### src/rtl/sram_pin_pkg.sv
// Shared definitions for the SRAM pin-level host: FSM encoding, pin-bit
// positions on the uio bus and default parameter values.
package sram_pin_pkg;

  typedef enum logic [2:0] {
    ST_IDLE    = 3'd0,
    ST_ISSUE   = 3'd1,
    ST_RD_WAIT = 3'd2,
    ST_RSP     = 3'd3,
    ST_WR_REC  = 3'd4
  } state_t;

  localparam int STROBE_BIT = 7;
  localparam int WE_BIT     = 6;
  localparam int ADDR_LSB   = 0;
  localparam int PIN_ADDR_W = 6;

  localparam int CNT_W = 3;

  localparam int DEF_ADDR_W = 6;
  localparam int DEF_DATA_W = 8;
  localparam int DEF_RD_LAT = 2;
  localparam int DEF_WR_REC = 1;

endpackage

### src/rtl/sram_pin_cnt.sv
// Loadable down-counter with zero flag; shared by the read-latency wait and
// the write-recovery wait since only one of them is ever running.
module sram_pin_cnt
  import sram_pin_pkg::*;
(
  input  logic             clk,
  input  logic             rst,
  input  logic             load,
  input  logic [CNT_W-1:0] load_val,
  input  logic             dec,
  output logic             zero
);

  logic [CNT_W-1:0] cnt;

  // Load takes priority; decrement saturates at zero.
  always_ff @(posedge clk or posedge rst) begin
    if (rst) begin
      cnt <= '0;
    end else if (load) begin
      cnt <= load_val;
    end else if (dec && (cnt != '0)) begin
      cnt <= cnt - CNT_W'(1);
    end
  end

  assign zero = (cnt == '0);

endmodule

### src/rtl/sram_pin_host.sv
// Pin-level host that drives an SRAM-style DUT through ui/uio/uo pins:
// one request at a time, a single-cycle strobe, fixed read latency and
// optional write recovery.
//
//   state      | meaning
//   -----------+--------------------------------------------------------
//   ST_IDLE    | ready for a request
//   ST_ISSUE   | strobe high for one cycle with the registered request
//   ST_RD_WAIT | counting down read latency; capture uo at zero
//   ST_RSP     | read data held on rsp_* until consumer takes it
//   ST_WR_REC  | counting down write recovery before going idle
module sram_pin_host
  import sram_pin_pkg::*;
#(
  parameter int ADDR_W = DEF_ADDR_W,
  parameter int DATA_W = DEF_DATA_W,
  parameter int RD_LAT = DEF_RD_LAT,
  parameter int WR_REC = DEF_WR_REC
) (
  input  logic              clk,
  input  logic              rst,
  input  logic              req_valid,
  output logic              req_ready,
  input  logic              req_we,
  input  logic [ADDR_W-1:0] req_addr,
  input  logic [DATA_W-1:0] req_wdata,
  output logic              rsp_valid,
  input  logic              rsp_ready,
  output logic [DATA_W-1:0] rsp_rdata,
  output logic [7:0]        pin_ui,
  output logic [7:0]        pin_uio,
  input  logic [7:0]        pin_uo,
  input  logic [7:0]        pin_uio_oe,
  output logic              busy,
  output logic              err_oe
);

  // Counter preload: it reaches zero in the last wait cycle, so load N-1.
  localparam logic [CNT_W-1:0] RD_LOAD = CNT_W'(RD_LAT - 1);
  localparam logic [CNT_W-1:0] WR_LOAD = (WR_REC > 0) ? CNT_W'(WR_REC - 1) : '0;

  state_t state, state_nxt;

  logic                  we_q;
  logic [PIN_ADDR_W-1:0] addr_q;
  logic [7:0]            ui_q;
  logic [DATA_W-1:0]     rdata_q;
  logic                  err_q;
  logic                  accept;
  logic                  cnt_zero;
  logic                  cnt_load;
  logic                  cnt_dec;

  assign accept   = req_valid && (state == ST_IDLE);
  assign cnt_load = (state == ST_ISSUE);
  assign cnt_dec  = (state == ST_RD_WAIT) || (state == ST_WR_REC);

  sram_pin_cnt u_cnt (
    .clk      (clk),
    .rst      (rst),
    .load     (cnt_load),
    .load_val (we_q ? WR_LOAD : RD_LOAD),
    .dec      (cnt_dec),
    .zero     (cnt_zero)
  );

  // State register.
  always_ff @(posedge clk or posedge rst) begin
    if (rst) begin
      state <= ST_IDLE;
    end else begin
      state <= state_nxt;
    end
  end

  // Next-state decode.
  always_comb begin
    state_nxt = state;
    case (state)
      ST_IDLE:    if (req_valid) state_nxt = ST_ISSUE;
      ST_ISSUE: begin
        if (!we_q)           state_nxt = ST_RD_WAIT;
        else if (WR_REC > 0) state_nxt = ST_WR_REC;
        else                 state_nxt = ST_IDLE;
      end
      ST_RD_WAIT: if (cnt_zero)  state_nxt = ST_RSP;
      ST_RSP:     if (rsp_ready) state_nxt = ST_IDLE;
      ST_WR_REC:  if (cnt_zero)  state_nxt = ST_IDLE;
      default:    state_nxt = ST_IDLE;
    endcase
  end

  // Request registers double as the pin drivers so pins hold between strobes;
  // read capture and the sticky output-enable error live here too.
  always_ff @(posedge clk or posedge rst) begin
    if (rst) begin
      we_q    <= 1'b0;
      addr_q  <= '0;
      ui_q    <= '0;
      rdata_q <= '0;
      err_q   <= 1'b0;
    end else begin
      if (accept) begin
        we_q   <= req_we;
        addr_q <= PIN_ADDR_W'(req_addr);
        ui_q   <= 8'(req_wdata);
      end
      if ((state == ST_RD_WAIT) && cnt_zero) begin
        rdata_q <= DATA_W'(pin_uo);
      end
      if ((state == ST_ISSUE) && (pin_uio_oe != '0)) begin
        err_q <= 1'b1;
      end
    end
  end

  // Strobe decodes straight from state so reset drops it immediately.
  assign pin_uio[STROBE_BIT]                 = (state == ST_ISSUE);
  assign pin_uio[WE_BIT]                     = we_q;
  assign pin_uio[ADDR_LSB +: PIN_ADDR_W]     = addr_q;
  assign pin_ui    = ui_q;
  assign req_ready = (state == ST_IDLE);
  assign busy      = (state != ST_IDLE);
  assign rsp_valid = (state == ST_RSP);
  assign rsp_rdata = rdata_q;
  assign err_oe    = err_q;

endmodule

### config.mk
export PLATFORM = sky130hd
export DESIGN_NAME = sram_pin_host
export DESIGN_NICKNAME = d
export VERILOG_FILES = /design/src/rtl/sram_pin_pkg.sv /design/src/rtl/sram_pin_cnt.sv /design/src/rtl/sram_pin_host.sv
export SDC_FILE = /design/constraint.sdc
export NUM_CORES = 1
export LEC_CHECK = 0
export BUFFER_PORTS_ARGS = -buffer_cell sky130_fd_sc_hd__buf_2
export CAP_MARGIN = 15
export CELL_PAD_IN_SITES_DETAIL_PLACEMENT = 1
export CELL_PAD_IN_SITES_GLOBAL_PLACEMENT = 1
export CORE_MARGIN = 2
export CORE_UTILIZATION = 35
export DETAILED_ROUTE_END_ITERATION = 10
export PLACE_DENSITY_LB_ADDON = 0.1
export SETUP_SLACK_MARGIN = 0.4
export SLEW_MARGIN = 20
export SYNTH_ARGS = -nofsm -noshare
export SYNTH_HDL_FRONTEND = slang
export SYNTH_SLANG_ARGS = --single-unit
### constraint.sdc
create_clock -name clk -period 1.9 [get_ports clk]
set_clock_uncertainty 0.05 [all_clocks]
set_input_delay 0.38 -clock clk [delete_from_list [all_inputs] [get_ports clk]]
set_output_delay 0.38 -clock clk [all_outputs]
set_load 0.01 [all_outputs]
==> metrics.cfg, run 1 <==
[logic_synthesis]
yosys_warnings=0
syn_avg_cell_area_um2=13.8
seq_area_frac_synth_pct=53.9
syn_inst=101
syn_area_um2=1390
synth_nets=138
ys_ff_latch=30
ys_types=30

[cells_and_area]
layout.nets=215
final_common_cell=buf_2
antenna_cells=0
seq_area_um2=754
syn2layout_area_growth_pct=46.1
layout-drive-gt1-share_pct=70.8
multi_input_area_um2=631
fillers=416
final_cell_mix=buf_2, dfrtp_1, mux2_4

[route]
vias=1055
drt_wl_total_um=3520
first_pass_iters=3
viasPerCell=4.67
remaining_drc_errors=0
wire_per_inst_um=15.6
drtAntennaViolNets=0
drt_iter0_markers=19

[job]
drv_cap=0

[floorplanning]
start_util_pct=37.2
ios=63
dieHeight_um=67.1
die-area_um2=4500
die_w_um=67.1
core_um2=3740
row_count=22

[setup_path]
end_kind=output pin
crit_path_start_kind=register
r2r_slack_ps=290
crit_type=reg -> out
path_max_fanout=2
cp.arrival_ps=1270
critPathRequiredTime_ps=1470

[power]
vdd_drop_max_mv=0.685
p_per_area_nw_per_um2=1810
power.leakage_nw=1.01
finalPower_w=0.00369

[clock_network]
cts_root_buf=clkbuf_8
insertion_delay_ps=270
cts_tree=done
cts_sinks=30
path_clk_slew_ps=70
numCtsBuffers=5
h-tree-depth=2
cts_hold_buf=0
clockBufferDepth=2

[grt]
grtUsageTotal_pct=16.2
grt_max_degree=31
overflow=0
grt_pass1_wl_um=5320
antenna_found_initial=0
grt_pass1_vias=1090

[timing]
tightest_slew_ps=382
hold_viol=0
setup_viol=0
fin_crit_ps=1700
relSlewSlack_pct=74.5
period_share_pct=89.3
slew_violations=0
rsz0062_at_grt=true
setup_tns_ps=0
fmax_mhz=590

[placement]
io_buffers=62
place_congestion=0.662
hpwlAfterDp_um=2380

[status]
status=finished clean

[worst_hold_path]
hold_path_class=in -> async

## metal layers
layer | wire length, um | track usage (%)
met2 | 1820 | 27.2
met5 | 0 | 0
met1 | 1470 | 19.7
met3 | 208 | 5.91
met4 | 13 | 3.83
## path summary, 6_finish.rpt
check / from / endpoint / cells past startpoint
min in group clk: pin_uo[2] / rsp_rdata[2] / 2
min: rst / pin_ui[7] / 3
max in group asynchronous: rst / state[1] / 3
max: state[2] / pin_uio[7] / 3
min reg2reg: err_oe / err_oe / 1
max reg2reg: state[1] / pin_ui[5] / 5
## registers in the layout, summed over array words and instances, names as in the netlist
name and flops:
state 3, err_oe 1, addr_q 6, rsp_rdata 8, we_q 1, u_cnt.cnt 3, pin_ui 8
## through the flow
stage	hold WS [ps]	std cells	util [%]	worst slack [ps]	instance area [um2]
3_3_place_gp	405	205	45.4	292	1700
6_report	125	226	54.4	204	2040
2_1_floorplan	421	101	-	291	1400
5_1_grt	150	226	54.4	146	2040
4_1_cts	130	223	52.2	188	1960
3_5_place_dp	406	205	45.4	246	1700
## cells in the mapped netlist
master	instances	area, um2
or4_1	1	7.51
nand2b_1	1	6.26
inv_1	6	22.5
nor3_4	1	16.3
xnor2_1	1	8.76
nor4_1	2	12.5
or2_2	2	12.5
nor2_1	3	11.3
o31ai_1	1	7.51
a22o_2	1	10.0
and2_4	1	8.76
xor2_1	1	8.76
nand3_2	1	10.0
mux2_4	10	150
dfrtp_1	30	751
buf_12	1	20.0
o221ai_1	2	17.5
ha_1	2	25.0
a21oi_1	4	20.0
buf_8	1	15.0
nor2b_1	1	6.26
buf_6	1	11.3
buf_4	4	30.0
or3b_2	1	8.76
mux2i_1	1	10.0
nor3_1	1	5.00
mux2_2	13	146
nand2_1	4	15.0
nand4_1	2	12.5
nor3b_1	1	7.51
## critical path, cell delays in order (launching register included)
cell,delay [ps]
dfrtp_2,410
or3b_4,420
inv_4,70
buf_6,100
## final cells by class
class | count | share of cell area (%)
inverters | 6 | 1.23
repair buffers | 77 | 23.9
flip-flops and latches | 30 | 37.1
multi-input cells | 58 | 31.0
clock inverters | 2 | 0.492
clock buffers | 5 | 3.38
well taps | 48 | 2.95
## power by group
group | total, W | switching [W] | internal, W
combinational | 0.00206 | 0.000893 | 0.00116
clock | 0.000475 | 0.000230 | 0.000245
sequential | 0.00116 | 0.000199 | 0.000960
total | 0.00369 | 0.00132 | 0.00237
## cells by family (layout without fill, tap and decap cells)
logic type / count (synthesis) / count (layout) / share of synthesized area [%]
AND/OR/NAND/NOR: 22 / 22 / 10.1
buffers and inverters: 13 / 90 / 7.09
XOR/XNOR: 2 / 2 / 1.26
multiplexers: 24 / 24 / 22.0
flip-flops: 30 / 30 / 53.9
AO/OA/AOI/OAI: 8 / 8 / 3.95
adder cells (fa/ha/maj): 2 / 2 / 1.80
## repair_timing
item	4_1_cts	5_1_grt
gates resized for setup	18	13
setup endpoints to repair	28	29
pin swaps	5	6
gates cloned	0	0
buffers inserted	11	3
No activity file was read; power rests on OpenSTA's default activity.
==> inputs of run 2 (changes only) <==
--- a/config.mk
+++ b/config.mk
@@ -5,12 +5,13 @@
 export SDC_FILE = /design/constraint.sdc
 export NUM_CORES = 1
 export LEC_CHECK = 0
+export ABC_AREA = 1
 export BUFFER_PORTS_ARGS = -buffer_cell sky130_fd_sc_hd__buf_2
 export CAP_MARGIN = 15
 export CELL_PAD_IN_SITES_DETAIL_PLACEMENT = 1
 export CELL_PAD_IN_SITES_GLOBAL_PLACEMENT = 1
 export CORE_MARGIN = 2
-export CORE_UTILIZATION = 35
+export CORE_UTILIZATION = 33
 export DETAILED_ROUTE_END_ITERATION = 10
 export PLACE_DENSITY_LB_ADDON = 0.1
 export SETUP_SLACK_MARGIN = 0.4
==> run 2 against run 1 <==
Against the previous run: maximum frequency grew 5.2%; largest power group unchanged; sequential power shrank 3%; setup slack gained 84 ps; clock power grew 12%; area after synthesis grew 2.8%; register-to-register slack gained 210 ps; via count grew 28%; final area shrank 4.2%; wire length grew 13%; total power shrank 14%; non-clock buffer count shrank 7; critical path type unchanged; highest routed layer unchanged; hold slack lost 92 ps.
==> metrics.cfg, run 2 <==
[setup_path]
cpPeakStageDelay_ps=430
crit_type=reg -> out
crit_slowest_cell=dfrtp_2
crit_path_start_kind=register
r2r-start=state[1]
worstPathCellList=inv_2 > nand2_4 > nor2_4 > inv_1 > buf_2
critPathRequiredTime_ps=1470
end_kind=output pin
cp_top_family=flip-flops
path_max_fanout=3
worst-path-buf-inv=3
cp.arrival_ps=1180
crit_start=state[1]

[power]
power.leakage_nw=1.12
seqPwrFrac_pct=35.4
p_per_area_nw_per_um2=1620
p_int_w=0.00184
swShare_pct=41.9
vdd_drop_max_mv=0.675
p_clk_share_pct=16.8
pwr-share-comb_pct=47.8
p_sw_w=0.00133

[logic_synthesis]
synth-async-reset-ratio_pct=100
synth_top_cell_by_area=dfrtp_1
synthTopCellsByCount=nand2_1, dfrtp_1, nand3_1
ys_types=23
synth_edf_count=0
ys_ff_latch=30
syn_inst=169
synth_most_common_cell=nand2_1
synth_top_area_share_pct=52.4
seq_area_frac_synth_pct=52.4
ys_top_cells_by_area=dfrtp_1, nand2_1, nand3_1, o21ai_2, inv_1
yosys_warnings=0
syn_area_um2=1430
synthFlopType=dfrtp_1
syn_avg_cell_area_um2=8.48
synth_nets=206

[cells_and_area]
layout-drive-gt1-share_pct=41.3
final_common_cell=buf_2
final_cell_mix=buf_2, nand2_1, dfrtp_1
fillers=537
layout.nets=276
layout.cells.non_filler=290
syn2layout_area_growth_pct=36.2
antenna_cells=0

[clock_network]
numCtsBuffers=5
cts_root_buf=clkbuf_8
cts_sinks=30
h-tree-depth=2
insertion_delay_ps=290
clockBufferDepth=2
path_clk_slew_ps=70
cts_tree=done

[floorplanning]
ios=63
die-area_um2=4880
core_um2=4090
row_count=23
dieHeight_um=69.9
start_util_pct=35.1
die_w_um=69.9

[grt]
antenna_found_initial=0
grt_pass1_wl_um=6800
grt_max_degree=17
overflow=0
grtUsageTotal_pct=17.9
grt_pass1_vias=1466

[route]
viasPerCell=4.67
drt_iter0_markers=54
wire_per_inst_um=13.7
drt_wl_total_um=3980
drtAntennaViolNets=0
vias=1354
remaining_drc_errors=0
first_pass_iters=4

[timing]
fmax_mhz=620
period_share_pct=84.9
slew_violations=0
setup_tns_ps=0
rsz0062_at_grt=true
fin_crit_ps=1610
setup_viol=0
tightest_slew_ps=426
hold_viol=0
relSlewSlack_pct=71.6

[worst_hold_path]
hold_path_class=in -> async

[placement]
place_congestion=0.775
hpwlAfterDp_um=2980
dpl.cell_count=277
io_buffers=62

[status]
status=finished clean

[job]
drv_cap=0

[run 2: timing repair]
action	in CTS	in global routing
gates resized for setup	6	2
hold buffers	0	0
buffers inserted	4	1
setup endpoints to repair	12	15
pin swaps	2	3
[run 2: final cells by class]
cell class	instances	area [um2]	area share, %
sequential	30	754	38.7
multi-input combinational	112	578	29.6
timing repair buffer	70	389	19.9
clock buffer	7	86.3	4.43
inverter	20	75.1	3.85
tap	50	62.6	3.21
clock inverter	1	5.00	0.257
[run 2: worst reg2reg max path, stage by stage (launching register included)]
cell and delay, ps:
dfrtp_2 430, inv_2 90, nand2_4 80, nor2_4 130
buf_4 200, nand2_4 140, nor2_1 130, a21oi_1 50
[run 2: power groups by stage]
stage | registers [W] | logic, W | clock network (W)
after floorplan | 0.00123 | 0.000803 | 0
after global placement | 0.00113 | 0.00131 | 0
after detailed placement | 0.00114 | 0.00138 | 0
after CTS | 0.00112 | 0.00150 | 0.000544
after global routing | 0.00116 | 0.00171 | 0.000578
final | 0.00112 | 0.00151 | 0.000532
[run 2: worst paths after layout]
| kind | end | slack [ps] | cells after the start |
|---|---|---|---|
| max in group asynchronous | state[2] | 1250 | 3 |
| setup / recovery | busy | 290 | 5 |
| min in group clk | addr_q[4] | 280 | 3 |
| setup reg to reg | we_q | 500 | 7 |
| hold / removal | rsp_rdata[1] | 30 | 2 |
| hold reg to reg | addr_q[3] | 420 | 2 |
[run 2: logic make-up (layout without fill, tap and decap cells)]
logic type / after synthesis / in the layout / synth area share (%)
adders and majority gates: 2 / 2 / 1.75
and+or+nand+nor: 95 / 95 / 29.3
AOI/OAI and AO/OA: 14 / 14 / 7.16
DFF: 30 / 30 / 52.4
xor gates and xnor gates: 1 / 1 / 0.611
buffers and inverters: 27 / 98 / 8.73
[run 2: metal layers]
| metal | routed length [um] | global-route usage [%] | vias to the layer above |
|---|---|---|---|
| met4 | 59 | 6.41 | 0 |
| met1 | 1560 | 19.5 | 645 |
| li1 | - | - | 661 |
| met3 | 221 | 5.34 | 7 |
| met5 | 0 | 0 | - |
| met2 | 2140 | 32.6 | 41 |
[run 2: through the flow]
stage	util (%)	instance area [um2]	total power, W	worst slack, ps	hold WS (ps)
5_1_grt	47.7	1950	0.00344	240	56.8
2_1_floorplan	-	1430	0.00203	448	421
3_3_place_gp	43.5	1780	0.00244	372	337
4_1_cts	47.1	1920	0.00317	285	43.1
6_report	47.7	1950	0.00317	288	33.1
3_5_place_dp	43.5	1780	0.00252	254	347
==> inputs of run 3 (changes only) <==
==> constraint.sdc (replaced) <==
create_clock -name clk -period 1.58 [get_ports clk]
set_clock_uncertainty 0.05 [all_clocks]
set_input_delay 0.316 -clock clk [delete_from_list [all_inputs] [get_ports clk]]
set_output_delay 0.316 -clock clk [all_outputs]
set_load 0.01 [all_outputs]
==> run 3 against run 2 <==
Against the previous run: setup slack got worse by 240 ps; utilization grew 9.5 points; global-route usage grew 0.89 points; count of clock-buffer cells in the layout is the same; die area unchanged; hold slack better by 22 ps; total power grew 51%; final cell count rose by 6.6%; final area grew 20%; wire length up 27%; non-clock buffer count up 19; via count rose by 9.0%; largest cell class is now multi-input combinational cells.
==> metrics.cfg, run 3 (synthesized netlist as in run 2, its figures left out) <==
[status]
status=finished clean

[floorplanning]
die-area_um2=4880
ios=63
core_um2=4090
start_util_pct=35.1
row_count=23
dieHeight_um=69.9
die_w_um=69.9

[route]
viasPerCell=4.78
drtAntennaViolNets=0
vias=1476
drt_iter0_markers=55
first_pass_iters=4
remaining_drc_errors=0
wire_per_inst_um=16.4
drt_wl_total_um=5060

[grt]
grt_pass1_vias=1543
grt_max_degree=31
grt_pass1_wl_um=7190
overflow=0
grtUsageTotal_pct=18.8
antenna_found_initial=0

[setup_path]
crit_start=state[1]
r2r_slack_ps=110
path_max_fanout=3
r2r-start=state[2]
reg2regPathDepth=9
cp.arrival_ps=1170
r2r_end=state[0]
crit_path_end=req_ready
crit_path_start_kind=register
end_kind=output pin
crit_type=reg -> out
critPathRequiredTime_ps=1210

[cells_and_area]
antenna_cells=0
layout.nets=296
multi_input_area_um2=757
final_common_cell=buf_2
layout-drive-gt1-share_pct=54.1
fillers=501
seq_area_um2=753
final_cell_mix=buf_2, nand2_1, dfrtp_1
syn2layout_area_growth_pct=63.3

[clock_network]
path_clk_slew_ps=60
cts_tree=done
h-tree-depth=2
numCtsBuffers=5
insertion_delay_ps=280
cts_hold_buf=0
cts_root_buf=clkbuf_8
cts_sinks=30
clockBufferDepth=2

[timing]
setup_viol=0
slew_violations=0
hold_viol=0
fin_crit_ps=1530
fmax_mhz=652
fin_hold_ws_ps=55.3
setup_tns_ps=0
tightest_slew_ps=407
relSlewSlack_pct=72.9
rsz0062_at_grt=true
period_share_pct=97.1

[power]
p_per_area_nw_per_um2=2040
vdd_drop_max_mv=0.967
power.leakage_nw=1.28

[worst_hold_path]
hold_path_class=in -> async

[job]
drv_cap=0

[placement]
io_buffers=62
hpwlAfterDp_um=2910
place_congestion=0.822

run 3: where the power goes:
group	internal (W)	switching (W)	leakage (nW)	total (W)
combinational	0.00132	0.00150	0.880	0.00283
sequential	0.00113	0.000246	0.364	0.00137
clock	0.000302	0.000277	0.0383	0.000579
total	0.00275	0.00203	1.28	0.00478
run 3: layer usage:
layer	wire length, um	vias to the layer above	GRT usage, %	share of wire [%]
li1	-	701	-	-
met1	2000	724	23.0	40
met2	2760	44	32.7	55
met3	235	7	5.19	4.6
met4	56	0	4.49	1.1
met5	0	-	0	0
run 3: what timing repair did:
action,in CTS,in global routing
setup buffers,9,11
resized for setup,37,27
setup endpoints to repair,36,57
pin swaps,6,6
cloned,1,1
run 3: final cells by class:
type	count	share of cell area [%]
sequential	30	32.2
clock buffer	7	3.26
timing repair buffer	89	26.2
multi-input combinational	113	32.4
inverter	20	3.32
tap	50	2.67
run 3: critical path: stages, from the launching register on:
cell and delay (ps):
dfrtp_1 410, inv_2 100, nand2_4 70, nor2_4 140
buf_2 150
run 3: worst min path at each step:
| stage | cells past startpoint | slack [ps] | from | end |
|---|---|---|---|---|
| 2_1_floorplan | 1 | 360 | rst | addr_q[0] |
| 3_3_place_gp | 3 | 360 | rst | rsp_rdata[3] |
| 3_5_place_dp | 3 | 380 | rst | rsp_rdata[3] |
| 4_1_cts | 3 | 80 | rst | rsp_rdata[3] |
| 5_1_grt | 3 | 110 | rst | rsp_rdata[3] |
| 6_report | 3 | 60 | rst | rsp_rdata[3] |
run 3: per-stage QoR:
| stage | power [W] | instance area [um2] | setup slack [ps] | util [%] | instances |
|---|---|---|---|---|---|
| 6_report | 0.00478 | 2340 | 46.1 | 57.3 | 309 |
| 5_1_grt | 0.00511 | 2340 | 5.65 | 57.3 | 309 |
| 4_1_cts | 0.00416 | 2140 | 50.6 | 52.3 | 297 |
| 3_5_place_dp | 0.00308 | 1810 | 183 | 44.3 | 280 |
| 3_3_place_gp | 0.00299 | 1810 | 223 | 44.3 | 280 |
| 2_1_floorplan | 0.00249 | 1450 | 238 | - | 169 |
